<file path="src/rtl/sweep_scheduler.sv">
// sweep_scheduler: serpentine servo raster sweep with settle, ADC trigger and peak tracking
module sweep_scheduler #(
  parameter int H_STEPS      = 16,
  parameter int V_STEPS      = 8,
  parameter int POS_W        = 8,
  parameter int SETTLE_TICKS = 50,
  parameter int EOC_TIMEOUT  = 255
) (
  input  logic             CLK,
  input  logic             RST,
  input  logic             START,
  input  logic             TICK,
  input  logic             ADC_EOC,
  input  logic [11:0]      ADC_DATA,
  output logic             ADC_SOC,
  output logic [POS_W-1:0] POS_H,
  output logic [POS_W-1:0] POS_V,
  output logic [11:0]      MAX_V,
  output logic [POS_W-1:0] BEST_H,
  output logic [POS_W-1:0] BEST_V,
  output logic             BUSY,
  output logic             DONE,
  output logic             TIMEOUT_ERR,
  output logic [2:0]       STAT
);
  localparam int SW = $clog2(SETTLE_TICKS + 1);
  localparam int WW = $clog2(EOC_TIMEOUT + 1);
  typedef enum logic [2:0] {IDLE, SETTLE, CONVERT, WAIT_EOC, UPDATE, STEP, PARK, PARK_SETTLE} state_t;
  state_t state_q, state_d;
  logic [POS_W-1:0] pos_h_q, pos_h_d, pos_v_q, pos_v_d, best_h_q, best_h_d, best_v_q, best_v_d;
  logic [11:0] max_q, max_d, sample_q, sample_d;
  logic [SW-1:0] cnt_q, cnt_d;
  logic [WW-1:0] wcnt_q, wcnt_d;
  logic dir_q, dir_d, valid_q, valid_d, tout_q, tout_d, done, settle_last, h_more;
  assign settle_last = TICK && cnt_q == SW'(SETTLE_TICKS - 1);
  assign h_more = dir_q ? pos_h_q != '0 : pos_h_q < POS_W'(H_STEPS - 1);
  // next-state, datapath updates and the completion strobe
  always_comb begin
    state_d  = state_q;
    pos_h_d  = pos_h_q;
    pos_v_d  = pos_v_q;
    best_h_d = best_h_q;
    best_v_d = best_v_q;
    max_d    = max_q;
    sample_d = sample_q;
    valid_d  = valid_q;
    cnt_d    = cnt_q;
    wcnt_d   = wcnt_q;
    dir_d    = dir_q;
    tout_d   = tout_q;
    done     = 1'b0;
    case (state_q)
      IDLE: if (START) begin
        {pos_h_d, pos_v_d, best_h_d, best_v_d, max_d, cnt_d} = '0;
        {dir_d, tout_d} = 2'b00;
        state_d = SETTLE;
      end
      SETTLE: if (TICK) begin
        cnt_d   = settle_last ? '0 : cnt_q + 1'b1;
        state_d = settle_last ? CONVERT : SETTLE;
      end
      CONVERT: begin
        wcnt_d  = '0;
        state_d = WAIT_EOC;
      end
      WAIT_EOC: begin
        wcnt_d = wcnt_q + 1'b1;
        if (ADC_EOC) begin
          sample_d = ADC_DATA;
          valid_d  = 1'b1;
          state_d  = UPDATE;
        end else if (wcnt_q == WW'(EOC_TIMEOUT - 1)) begin
          valid_d = 1'b0;
          tout_d  = 1'b1;
          state_d = UPDATE;
        end
      end
      UPDATE: begin
        if (valid_q && sample_q > max_q) begin
          max_d    = sample_q;
          best_h_d = pos_h_q;
          best_v_d = pos_v_q;
        end
        state_d = STEP;
      end
      STEP: begin
        cnt_d   = '0;
        state_d = SETTLE;
        if (h_more) pos_h_d = dir_q ? pos_h_q - 1'b1 : pos_h_q + 1'b1;
        else if (pos_v_q < POS_W'(V_STEPS - 1)) begin
          pos_v_d = pos_v_q + 1'b1;
          dir_d   = ~dir_q;
        end else state_d = PARK;
      end
      PARK: begin
        pos_h_d = best_h_q;
        pos_v_d = best_v_q;
        cnt_d   = '0;
        state_d = PARK_SETTLE;
      end
      PARK_SETTLE: if (TICK) begin
        cnt_d   = settle_last ? '0 : cnt_q + 1'b1;
        done    = settle_last;
        state_d = settle_last ? IDLE : PARK_SETTLE;
      end
      default: state_d = IDLE;
    endcase
  end
  // state and datapath registers
  always_ff @(posedge CLK) begin
    if (RST) begin
      state_q <= IDLE;
      {pos_h_q, pos_v_q, best_h_q, best_v_q, max_q, sample_q, cnt_q, wcnt_q} <= '0;
      {dir_q, valid_q, tout_q} <= 3'b000;
    end else begin
      state_q  <= state_d;
      pos_h_q  <= pos_h_d;
      pos_v_q  <= pos_v_d;
      best_h_q <= best_h_d;
      best_v_q <= best_v_d;
      max_q    <= max_d;
      sample_q <= sample_d;
      valid_q  <= valid_d;
      cnt_q    <= cnt_d;
      wcnt_q   <= wcnt_d;
      dir_q    <= dir_d;
      tout_q   <= tout_d;
    end
  end
  assign ADC_SOC     = state_q == CONVERT && !RST;
  assign DONE        = done && !RST;
  assign BUSY        = state_q != IDLE;
  assign STAT        = state_q;
  assign POS_H       = pos_h_q;
  assign POS_V       = pos_v_q;
  assign BEST_H      = best_h_q;
  assign BEST_V      = best_v_q;
  assign MAX_V       = max_q;
  assign TIMEOUT_ERR = tout_q;
endmodule
</file>
<file path="config.mk">
export PLATFORM = sky130hd
export DESIGN_NAME = sweep_scheduler
export DESIGN_NICKNAME = d
export VERILOG_FILES = /design/src/rtl/sweep_scheduler.sv
export SDC_FILE = /design/constraint.sdc
export NUM_CORES = 1
export LEC_CHECK = 0
export CAP_MARGIN = 5
export CORE_MARGIN = 4
export CORE_UTILIZATION = 57
export CTS_BUF_LIST = sky130_fd_sc_hd__clkbuf_8 sky130_fd_sc_hd__clkbuf_16
export DETAILED_ROUTE_END_ITERATION = 8
export PLACE_DENSITY_LB_ADDON = 0.05
export SKIP_CTS_REPAIR_TIMING = 1
export SLEW_MARGIN = 25
export SYNTH_ARGS = -nofsm -noshare
export SYNTH_HDL_FRONTEND = slang
export SYNTH_SLANG_ARGS = --single-unit
</file>
<file path="constraint.sdc">
create_clock -name CLK -period 5.85 [get_ports CLK]
set_clock_uncertainty 0.05 [all_clocks]
set_input_delay 1.17 -clock CLK [delete_from_list [all_inputs] [get_ports CLK]]
set_output_delay 1.17 -clock CLK [all_outputs]
set_load 0.01 [all_outputs]
</file>
==> flow_summary.yaml, run 1 <==
outcome:
  status: "finished, final reports clean"
route:
  dr_wl_met3_um: 429
  wl_met2_um: 4165
  first_pass_iters: 4
  met1_length_um: 4194
  ant_nets: 0
  route.vias.total: 3330
  drt_iter0_markers: 190
  wl_per_cell_um: 15.65
  drt_wl_total_um: 8919
  topRoutingLayerUsed: "met4"
  routed_via_density: 5.842
  drc: 0
final_layout:
  num_antenna_cells: 0
  multi_input_area_mm2: 0.002056
  fillCellCount: 504
  regArea_mm2: 0.001521
  syn_to_final_growth_pct: 23.07
  final_cell_area_mm2: 0.004666
  nNetsFinal: 529
  drive_gt1_share_pct: 5.680
worst_setup_path:
  reg2reg_depth: 7
  path_class: "input pin to primary output"
  start_kind: "input pin"
  cp_cell_sequence: "clkdlybuf4s50_1, nor3_1, clkdlybuf4s50_1"
  cp_top_family: "buffers and inverters"
  path_common_cell: "clkdlybuf4s50_1"
  end_kind: "primary output"
  arrival_ps: 3010
  critPathLaunch: "RST"
  required_ps: 4630
  r2r_start: "MAX_V[5]"
  cp_max_fo: 20
  slowest_stage: "clkdlybuf4s50_1"
  r2r_end: "BEST_H[6]"
  ff2ff_setup_slack_ps: 2800
  critPathBufInv: 2
  cp_slowest_stage_delay_ps: 880
die:
  start_util_pct: 59.37
  fp.dieH_um: 89.56
  die_w_um: 89.56
  die-area_mm2: 0.008020
  coreArea_mm2: 0.006386
  num_rows: 29
  io_pins: 68
synth:
  synth-seq-cells: 76
  seq_area_frac_synth_pct: 40.13
  synth_common_cells: "76 x dfxtp_1, 45 x nand2_1, 38 x nor2_1"
  synth_fp_nets: 470
  synthDistinctLibCells: 56
  syn_avg_cell_area_um2: 8.837
  synth_area_mm2: 0.003791
  synth_most_common_cell: "dfxtp_1"
  synth-edff-count: 0
  synthFlopType: "dfxtp_1"
  ys.warnings.count: 0
  synthArstFlopShare_pct: 0
  yosysTopAreaCellShare_pct: 40.13
  syn_inst: 429
  synth_area_leaders: "dfxtp_1 40%, ha_1 7.6%, a22o_1 6.2%"
  yosysTopAreaCell: "dfxtp_1"
sta:
  worstMarginPinSlew_ps: 1005
  slew_headroom_pct: 33.03
  period_needed_ps: 4231
  rsz0062_at_grt: "no"
  fin_crit_sh_pct: 72.32
  setup_viol_count_final: 0
  hold_viol: 0
  fin_ws_ps: 1619
  fmax_mhz: 236.4
  final-max-slew-violation-count: 0
  setup_tns_ps: 0
place:
  placed_cell_area_mm2: 0.004442
  gp_congestion: 0.7987
  place_ws_ps: 1648
  hpwl_um: 6306
  port_buffers: 67
cts:
  clock_latency_ps: 360
  clock-sinks: 76
  cts_tree: "done"
  cts_buffers: 9
  ctsRootBufferMaster: "clkbuf_8"
  clock_path_buffers: 2
  clkTransAtPathRegs_ps: 80
  cts.htree.levels: 3
worst_hold_path:
  min_from: "sample_q[10]"
  whs_path_depth: 2
  holdPathEnd: "sample_q[10]"
  hold_class: "flip-flop to flip-flop"
global_routing:
  grt_use_total_pct: 23.82
  grt_pass1_wl_um: 14930
  grt_max_degree: 28
  antenna_found_initial: 0
  first_global_vias: 3140
  overflow: 0
power:
  vdd_ir_drop_max_mv: 0.1818
  clockPowerShare_pct: 40.5
  powerDensity_mw_per_mm2: 220.8
  p_sw_w: 0.0002579
  pwr-share-comb_pct: 7.7
  seq_power_share_pct: 51.8
  swShare_pct: 25.04
  cell_internal_pwr_w: 0.0007721
  leakagePower_nw: 1.766
flow_run:
  maxCapViolations: 0
==> power groups by stage <==
| stage | Sequential (W) | Combinational (W) | Clock (W) |
|---|---|---|---|
| 6_report | 0.000534 | 0.0000794 | 0.000417 |
| 4_1_cts | 0.000534 | 0.0000787 | 0.000421 |
| 3_5_place_dp | 0.000546 | 0.0000783 | 0 |
| 2_1_floorplan | 0.000544 | 0.0000514 | 0 |
| 3_3_place_gp | 0.000546 | 0.0000771 | 0 |
| 5_1_grt | 0.000536 | 0.0000882 | 0.000450 |
==> worst min-delay path, cell delays in order (launching register included) <==
cell	delay (ps)
dfxtp_1	330
nand2_1	50
a21oi_1	60
==> final cells by class <==
cell class / count / area share (%)
Clock inverter: 6 / 1.529
Tap cell: 77 / 2.065
Timing Repair Buffer: 70 / 14.94
Multi-Input combinational cell: 308 / 44.06
Sequential cell: 76 / 32.61
Inverter: 23 / 1.850
Clock buffer: 10 / 2.950
==> sequential cells by signal (all words and copies together), names as in the netlist, 6 cells and up <==
name and flops:
POS_H 8, cnt_q 6, wcnt_q 8, MAX_V 12
sample_q 12, BEST_H 8, BEST_V 8, POS_V 8
==> layout by cell type (no fill, tap or decap), types with 4 or more instances in the layout <==
master            n
nor3_1           14
inv_1            21
nor2_1           38
xor2_1           11
ha_1             23
a21oi_1          32
a31oi_1           4
a22oi_1           5
nand2_1          45
a221oi_1          7
and3_1            5
clkbuf_8         10
clkdlybuf4s50_1  67
a22o_1           27
a21o_1            5
nand3_1           9
dfxtp_1          76
nor4_1            6
nor2b_1          10
nand4_1           9
o21ai_0          10
a211oi_1          5
xnor2_1           7
==> per-layer routing <==
metal,global-route usage [%],up-vias
li1,-,1659
met1,32.63,1574
met2,37.30,88
met3,4.700,9
met4,8.390,0
met5,0,-
==> cell families after synthesis <==
family / count (synthesis) / synth area share, %
AOI/OAI and AO/OA: 113 / 21.58
adders and majority gates: 24 / 8.119
xor gates and xnor gates: 18 / 4.158
DFF: 76 / 40.13
buffers and inverters: 45 / 5.742
muxes: 2 / 0.5281
and+or+nand+nor: 151 / 19.74
==> per-stage QoR <==
stage | std cells | util, % | hold slack (ps) | power (W)
floorplan | 429 | - | 399.4 | 0.0005952
CTS | 569 | 72.83 | 432.6 | 0.001034
finish | 570 | 73.06 | 430.9 | 0.001030
detailed placement | 553 | 69.55 | 422.2 | 0.0006243
global route | 570 | 73.06 | 451.5 | 0.001074
global placement | 553 | 69.55 | 412.3 | 0.0006228
==> worst max path at each step <==
stage               to  depth (start not counted)  slack (ps)
3_3_place_gp   ADC_SOC                          3        1670
4_1_cts        ADC_SOC                          3        1630
6_report       ADC_SOC                          3        1620
2_1_floorplan     DONE                          3        2790
3_5_place_dp   ADC_SOC                          3        1650
5_1_grt        ADC_SOC                          3        1520
Power figures use the tool's default switching activity.
==> run 2: changes to the inputs <==
- CORE_UTILIZATION: 57 -> 53
- clock period: 5.85 -> 4.4 ns (I/O delays scaled with it)
==> run 2 against run 1 <==
Compared with the run above: global-route usage fell by 1.6 points; hold slack got worse by 2.8 ps; largest cell class unchanged; cell area rose by 1.4%; wire length rose by 3.6%; clock power rose by 68%; combinational power rose by 32%; sequential power rose by 33%; via count rose by 0.84%; largest power group unchanged; critical path type unchanged.
==> flow_summary.yaml, run 2 (synthesis results as in run 1) <==
power:
  cell_internal_pwr_w: 0.001177
  powerDensity_mw_per_mm2: 320.3
  p_sw_w: 0.0003376
  seq_power_share_pct: 46.9
  pwr-share-comb_pct: 6.9
  swShare_pct: 22.29
  clockPowerShare_pct: 46.1
  vdd_ir_drop_max_mv: 0.2060
  leakagePower_nw: 1.794
  power_w: 0.001515
sta:
  setup_tns_ps: 0
  fin_crit_sh_pct: 81.31
  hold_viol: 0
  worstMarginPinSlew_ps: 1006
  rsz0062_at_grt: "no"
  setup_viol_count_final: 0
  period_needed_ps: 3578
  slew_headroom_pct: 32.93
  fmax_mhz: 279.5
  final-max-slew-violation-count: 0
worst_setup_path:
  critPathBufInv: 3
  cp_slowest_stage_delay_ps: 590
  path_class: "input pin to primary output"
  arrival_ps: 2650
  end_kind: "primary output"
  cp_cell_sequence: "clkdlybuf4s50_1, nand3_1, inv_1, nand3_1, nor3b_1, clkdlybuf4s50_1"
  slowest_stage: "clkdlybuf4s50_1"
  start_kind: "input pin"
  required_ps: 3470
  cp_top_family: "buffers and inverters"
  cp_max_fo: 4
final_layout:
  num_antenna_cells: 0
  final_cell_mix: "76 x dfxtp_1, 67 x clkdlybuf4s50_1, 45 x nand2_1, 38 x nor2_1, 33 x a21oi_1"
  syn_to_final_growth_pct: 24.75
  mostFrequentLayoutCell: "dfxtp_1"
  drive_gt1_share_pct: 5.488
  nNetsFinal: 528
die:
  coreArea_mm2: 0.006869
  die_w_um: 92.58
  die-area_mm2: 0.008570
  start_util_pct: 55.19
  fp.dieH_um: 92.58
  io_pins: 68
  num_rows: 30
cts:
  cts_buffers: 9
  clock_latency_ps: 340
  cts.htree.levels: 3
  cts_tree: "done"
  clkTransAtPathRegs_ps: 80
  clock-sinks: 76
  ctsRootBufferMaster: "clkbuf_8"
  clock_path_buffers: 2
route:
  drt_iter0_markers: 175
  drc: 0
  ant_nets: 0
  first_pass_iters: 4
  drt_wl_total_um: 9241
  wl_per_cell_um: 15.72
  route.vias.total: 3358
  routed_via_density: 5.711
global_routing:
  overflow: 0
  grt_pass1_wl_um: 15470
  antenna_found_initial: 0
  first_global_vias: 3210
  grt_use_total_pct: 22.18
  grt_max_degree: 40
flow_run:
  maxCapViolations: 0
outcome:
  status: "finished, final reports clean"
place:
  hpwl_um: 6425
  port_buffers: 67
  gp_congestion: 0.8851
worst_hold_path:
  hold_class: "flip-flop to flip-flop"
run 2: changes by cell type in the layout (fill, tap and decap cells not counted), moves of 2 or more:
| cell | previous run | this run |
|---|---|---|
| bufinv_16 | 1 | 4 |
| clkinvlp_4 | 2 | 0 |
| clkinv_2 | 0 | 2 |
| inv_6 | 2 | 0 |
run 2: layer usage:
| metal | vias to the layer above | share of wire (%) | track usage [%] |
|---|---|---|---|
| met2 | 85 | 49 | 36.19 |
| met4 | 0 | 1.2 | 8.292 |
| met3 | 11 | 4.4 | 4.549 |
| li1 | 1670 | - | - |
| met5 | - | 0 | 0 |
| met1 | 1592 | 46 | 28.85 |
run 2: power groups by stage:
stage / Sequential [W] / Combinational (W) / Clock, W
floorplan: 0.000723 / 0.0000683 / 0
global placement: 0.000726 / 0.000103 / 0
detailed placement: 0.000727 / 0.000105 / 0
CTS: 0.000711 / 0.000105 / 0.000712
global route: 0.000713 / 0.000115 / 0.000742
finish: 0.000711 / 0.000105 / 0.000699
run 2: through the flow:
| stage | hold slack (ps) | cells | util (%) | setup slack (ps) | instance area, um^2 |
|---|---|---|---|---|---|
| global placement | 411.4 | 572 | 65.01 | 850.8 | 4466 |
| detailed placement | 418.5 | 572 | 65.01 | 846.6 | 4466 |
| floorplan | 399.4 | 429 | - | 1866 | 3791 |
| finish | 428.2 | 588 | 68.85 | 822.4 | 4730 |
| CTS | 429.7 | 588 | 68.83 | 823.3 | 4728 |
| global route | 455.8 | 588 | 68.85 | 643.3 | 4730 |
run 2: worst register-to-register path, stage by stage, from the launching register on:
cell      delay, ps
dfxtp_1         860
nand2_1         250
nor2_1          670
a21oi_1         510
a221oi_1        360
nor3_1           90
run 2: cell type report:
cell class	instances	area, um^2
inverters	23	86.33
flip-flops and latches	76	1521
fillers	558	2140
clock inverters	7	138.9
multi-input cells	308	2053
repair buffers	69	685.7
well taps	96	120.1
clock buffers	9	123.9
run 2: final timing paths:
check | to | cells after the start | slack (ps) | start
setup / recovery | DONE | 6 | 820 | TICK
hold / removal | sample_q[1] | 2 | 430 | sample_q[1]
setup reg to reg | POS_H[5] | 5 | 1500 | STAT[2]
hold reg to reg | sample_q[1] | 2 | 430 | sample_q[1]
==> RTL edit 1, RTL diff (settings of run 2) <==
Set the parameter `EOC_TIMEOUT` to 510 (it was 255).
--- a/src/rtl/sweep_scheduler.sv
+++ b/src/rtl/sweep_scheduler.sv
@@ -6,3 +6,3 @@
   parameter int SETTLE_TICKS = 50,
-  parameter int EOC_TIMEOUT  = 255
+  parameter int EOC_TIMEOUT  = 510
 ) (
Behaviour: no difference found for any inputs over 10 cycles, from zero or initial values and one cycle with RST high; that may be too few to reach the edited logic, so the function may still have changed.
==> RTL edit 1 against run 2 <==
- worst hold slack got worse by 0.00059 ns
- routed wire length grew 11%
- worst setup slack better by 0.30 ns
- cell area grew 5.8%
- power decreased by 8.7%
- sequential power increased by 2%
- sequential cell count grew 1
- synthesized area up 8.3%
- largest cell class unchanged
- largest power group unchanged
- highest routed layer unchanged
==> RTL edit 1: results (changes against run 2) <==
Parameter                              Value

Clock tree
  Insertion delay to the later sink of the worst-skew pair ... 0.35 ns
  Clock edge transition at the registers on the reported setup and hold paths ... 0.08 ns (about the same)
  Worst-case clock buffer depth ... 2 (unchanged)
  TritonCTS Buffers ... 9 (unchanged)
  Root buffer cell ... clkbuf_8
  H-tree level count ... 3 (unchanged)

Setup path
  Kind of cell adding the most delay to the critical path ... buffers and inverters
  CP max FO ... 6 (+2)
  Cell with the largest stage delay on the worst path ... clkdlybuf4s50_1
  Arrival time worst endpoint ... 2.35 ns (-0.30 ns)
  Maximum cell stage delay along the critical path ... 0.56 ns (-0.03 ns)

Route
  First-pass iteration count of the detailed router ... 4 (unchanged)
  Drt drc ... 0 (unchanged)
  Vias per Instance ... 5.66 (-0.90%)
  DR iter-0 viols ... 180 (+2.9%)
  WL/cell ... 15.5 um (-1.2%)

STA
  Setup TNS ... 0 ns (unchanged)
  Tightest slew margin relative to the limit ... 0.542 (+0.213)

Pwr
  VDD IR-drop max ... 193 uV (-6.3%)
  Static Leak ... 1.78 nW (-0.57%)

Placement
  Final HPWL from detailed placement ... 7360 um (+15%)
  Final GP Congestion ... 0.850 (-3.9%)
  Count of buffers inserted at the top-level ports ... 67 (unchanged)

Final layout
  Fill count ... 670 (+20%)
  Number of nets in the finished design ... 598 (+13%)
  Count of antenna diodes in the layout ... 0 (unchanged)
  Fraction of final layout cells with drive strength greater than 1 ... 0.0534 (-0.00150)

Synth
  Post-synthesis net count ... 540 (+15%)
  Yosys warnings ... 0 (unchanged)
  Part of the Yosys area used for sequential elements ... 0.375 (-0.0258)
  Count of distinct cell types in the synthesized netlist ... 57 (+1.8%)
  Async set-or-reset flop fraction in the synthesized netlist ... 0 (unchanged)
  Most frequent cells after synthesis ... nand2_1 (100), dfxtp_1 (77), nor2_1 (36)
  Cell types with the largest area share after synthesis ... dfxtp_1 (38%), nand2_1 (9.1%), mux2i_1 (7.3%), ha_1 (7.0%), a21oi_1 (3.9%)

Global route
  Overall Global Routing Usage ... 0.237 (+0.0149)
  Number of global-route vias before repair ... 3589 (+12%)
  Initial antenna violation count ... 0 (unchanged)
  Maximum number of pins on one net before global-route repair ... 38 (-5.0%)
  First-pass GRT wire length ... 17200 um (+11%)

Run status
  Outcome ... complete, no violations

Hold path
  Worst min-delay path category ... reg2reg
-- RTL edit 1: worst min-delay path, cell delays in order, from the launching register on --
cell,delay [ns]
dfxtp_1,0.33
nand2_1,0.06
a21oi_1,0.05
-- RTL edit 1: where the power goes --
group          internal [mW]  switching (mW)
sequential             0.706          0.0189
clock                  0.259           0.266
combinational         0.0627          0.0710
-- RTL edit 1: logic make-up after synthesis --
| group | Yosys count | synth area share |
|---|---|---|
| buf+inv | 48 | 0.0521 |
| flops | 77 | 0.375 |
| mux | 32 | 0.0786 |
| compound gates | 97 | 0.160 |
| simple gates | 209 | 0.233 |
| xor+xnor | 12 | 0.0256 |
| fa+ha+maj | 24 | 0.0750 |
-- RTL edit 1: worst paths after layout --
path                  to  slack (ns)  depth (start not counted)        start
min reg2reg  sample_q[0]        0.43                          2  sample_q[0]
max reg2reg     POS_H[3]        1.91                          5      STAT[2]
min          sample_q[0]        0.43                          2  sample_q[0]
max                 DONE        1.12                          4         TICK
-- RTL edit 1: area by class of cell --
class	count	area, um^2	share of cell area
Clock buffer	9	124	0.0248
Inverter	23	86.3	0.0173
Clock inverter	7	67.6	0.0135
Sequential cell	77	1540	0.308
Tap cell	99	124	0.0248
Timing Repair Buffer	72	708	0.142
Multi-Input combinational cell	374	2350	0.470
-- RTL edit 1: metal layers --
| layer | GRT usage | wire, um | part of all wire |
|---|---|---|---|
| met1 | 0.320 | 4770 | 0.46 |
| met2 | 0.381 | 4840 | 0.47 |
| met3 | 0.0367 | 526 | 0.051 |
| met4 | 0.0877 | 127 | 0.012 |
| met5 | 0 | 0 | 0 |
-- RTL edit 1: stage by stage --
step	instance area [um^2]	worst slack, ns	util	hold slack (ns)	instances
finish	5000	1.12	0.675	0.428	661
global route	5000	1.02	0.675	0.453	661
CTS	5000	1.12	0.675	0.432	661
detailed placement	4810	1.08	0.650	0.419	645
global placement	4810	1.14	0.650	0.410	645
floorplan	4110	1.90	-	0.400	499
==> RTL edit 2, RTL diff (settings of run 2) <==
Without the edit above. One comparison of `cnt_q` changes from == to >=.
--- a/src/rtl/sweep_scheduler.sv
+++ b/src/rtl/sweep_scheduler.sv
@@ -34,3 +34,3 @@
   logic dir_q, dir_d, valid_q, valid_d, tout_q, tout_d, done, settle_last, h_more;
-  assign settle_last = TICK && cnt_q == SW'(SETTLE_TICKS - 1);
+  assign settle_last = TICK && cnt_q >= SW'(SETTLE_TICKS - 1);
   assign h_more = dir_q ? pos_h_q != '0 : pos_h_q < POS_W'(H_STEPS - 1);
Behaviour: no difference found for any inputs over 10 cycles, from zero or initial values and one cycle with RST high; that may be too few to reach the edited logic, so the function may still have changed.
==> RTL edit 2 against run 2 <==
- first-iteration DRC count up 0.57%
- routed wire length up 8.1%
- power down 14%
- synthesized area up 13%
- sequential power down 0.7%
- cell area up 9.0%
- non-clock buffer count up 1
- sequential cell count unchanged
- worst setup slack worse by 0.037 ns
- global-route usage down 0.95 points
- highest routed layer unchanged
==> RTL edit 2: results (changes against run 2) <==
Parameter                              Value

Route
  WL/cell ... 15.0 um (-4.5%)
  DR iter-0 viols ... 176 (+0.57%)
  Vias per Instance ... 5.56 (-2.7%)
  First-pass iteration count of the detailed router ... 5 (+1)

Global route
  Initial antenna violation count ... 0 (unchanged)
  Number of global-route vias before repair ... 3530 (+10%)
  Maximum number of pins on one net before global-route repair ... 71 (+78%)
  Overall Global Routing Usage ... 0.212 (-0.00949)
  Met3 track utilization from global routing ... 0.0521 (+0.00665)
  First-pass GRT wire length ... 16900 um (+9.5%)
  Met1 Use GR ... 0.289 (about the same)
  Met2 Resource Use GR ... 0.335 (-0.0269)

Setup path
  Kind of cell adding the most delay to the critical path ... buffers and inverters
  Launch instance of the worst register-to-register path ... STAT[2]
  Cell with the largest stage delay on the worst path ... clkdlybuf4s50_1
  End of the worst register-to-register path ... MAX_V[8]
  Arrival time worst endpoint ... 2.68 ns (+0.03 ns)
  Depth of the most critical reg-to-reg path ... 6 (+1)
  Reg-to-reg setup timing slack ... 1.61 ns (+0.11 ns)

Final layout
  Post-layout instance count excluding filler cells ... 665 (+13%)
  Fraction of final layout cells with drive strength greater than 1 ... 0.0764 (+0.0215)
  Count of antenna diodes in the layout ... 0 (unchanged)
  Number of nets in the finished design ... 600 (+14%)

Clock tree
  Worst-case clock buffer depth ... 2 (unchanged)
  H-tree level count ... 3 (unchanged)
  Clock edge transition at the registers on the reported setup and hold paths ... 0.08 ns (about the same)
  TritonCTS Buffers ... 9 (unchanged)
  Root buffer cell ... clkbuf_8

Placement
  Final GP Congestion ... 0.860 (-2.9%)
  Final HPWL from detailed placement ... 7070 um (+10%)
  Number of placed instances with taps included ... 649 (+13%)
  Count of buffers inserted at the top-level ports ... 67 (unchanged)

Synth
  Yosys warnings ... 0 (unchanged)
  Count of distinct cell types in the synthesized netlist ... 69 (+23%)
  Commonest register cell after synthesis ... dfxtp_1
  Part of the Yosys area used for sequential elements ... 0.355 (-0.0466)
  Post-synthesis net count ... 544 (+16%)
  Cell types with the largest area share after synthesis ... dfxtp_1 (35%), mux2i_1 (7.5%), ha_1 (7.0%), nand2_1 (6.7%), nand2b_1 (4.8%)
  Most frequent cells after synthesis ... dfxtp_1 (76), nand2_1 (76), a21oi_1 (34)
  Async set-or-reset flop fraction in the synthesized netlist ... 0 (unchanged)
  Avg Inst Size Synth ... 8.54 um^2 (-3.3%)

Pwr
  VDD IR-drop max ... 151 uV (-27%)
  Static Leak ... 1.75 nW (-2.6%)

Hold path
  Worst min-delay path category ... reg2reg
  Startpoint of the tightest hold check path ... sample_q[11]
  End point of the worst hold path ... sample_q[11]

STA
  Final hold slack ... 0.429 ns (+0.000805 ns)
  Tightest slew margin relative to the limit ... 0.362 (+0.0328)

Run status
  Outcome ... complete, no violations

Flow run
  Max-cap check violation count ... 0 (unchanged)
## RTL edit 2: layout make-up
type / instances / area, um^2
multi-input combinational: 373 / 2540
sequential: 76 / 1520
inverter: 28 / 105
clock inverter: 6 / 38.8
fill: 690 / 2650
clock buffer: 10 / 138
tap: 102 / 128
timing repair buffer: 70 / 688
## RTL edit 2: worst max-delay path by stage
stage / from / endpoint / cells past startpoint / slack [ns]
global placement: TICK / DONE / 5 / 0.82
floorplan: RST / ADC_SOC / 4 / 1.72
detailed placement: TICK / DONE / 5 / 0.78
CTS: TICK / DONE / 5 / 0.76
global route: TICK / DONE / 5 / 0.60
finish: TICK / DONE / 5 / 0.79
## RTL edit 2: kinds of logic after synthesis
| family | Yosys count | synth area share |
|---|---|---|
| and+or+nand+nor | 200 | 0.240 |
| AOI/OAI and AO/OA | 103 | 0.171 |
| DFF | 76 | 0.355 |
| buffers and inverters | 53 | 0.0575 |
| muxes | 33 | 0.0773 |
| adders and majority gates | 25 | 0.0747 |
| xor gates and xnor gates | 12 | 0.0245 |
## RTL edit 2: report_power, final
part | switching, mW | internal (mW)
clock network | 0.264 | 0.219
logic | 0.0572 | 0.0500
registers | 0.0129 | 0.693
total | 0.334 | 0.962
## RTL edit 2: through the flow
step / setup WS (ns) / area, um^2
final: 0.785 / 5150
after global routing: 0.599 / 5150
after CTS: 0.764 / 5150
after detailed placement: 0.781 / 4980
after global placement: 0.821 / 4980
after floorplan: 1.72 / 4290
## RTL edit 2: routing by layer
| layer | part of all wire | up-vias |
|---|---|---|
| li1 | - | 1867 |
| met1 | 0.48 | 1745 |
| met2 | 0.47 | 77 |
| met3 | 0.048 | 8 |
| met4 | 0.0091 | 0 |
| met5 | 0 | - |
## RTL edit 2: tightest hold or removal path, delay by kind of cell, from the launching register on
kind	cells	cell delay [ns]
compound gates	1	0.05
flops	1	0.33
simple gates	1	0.06
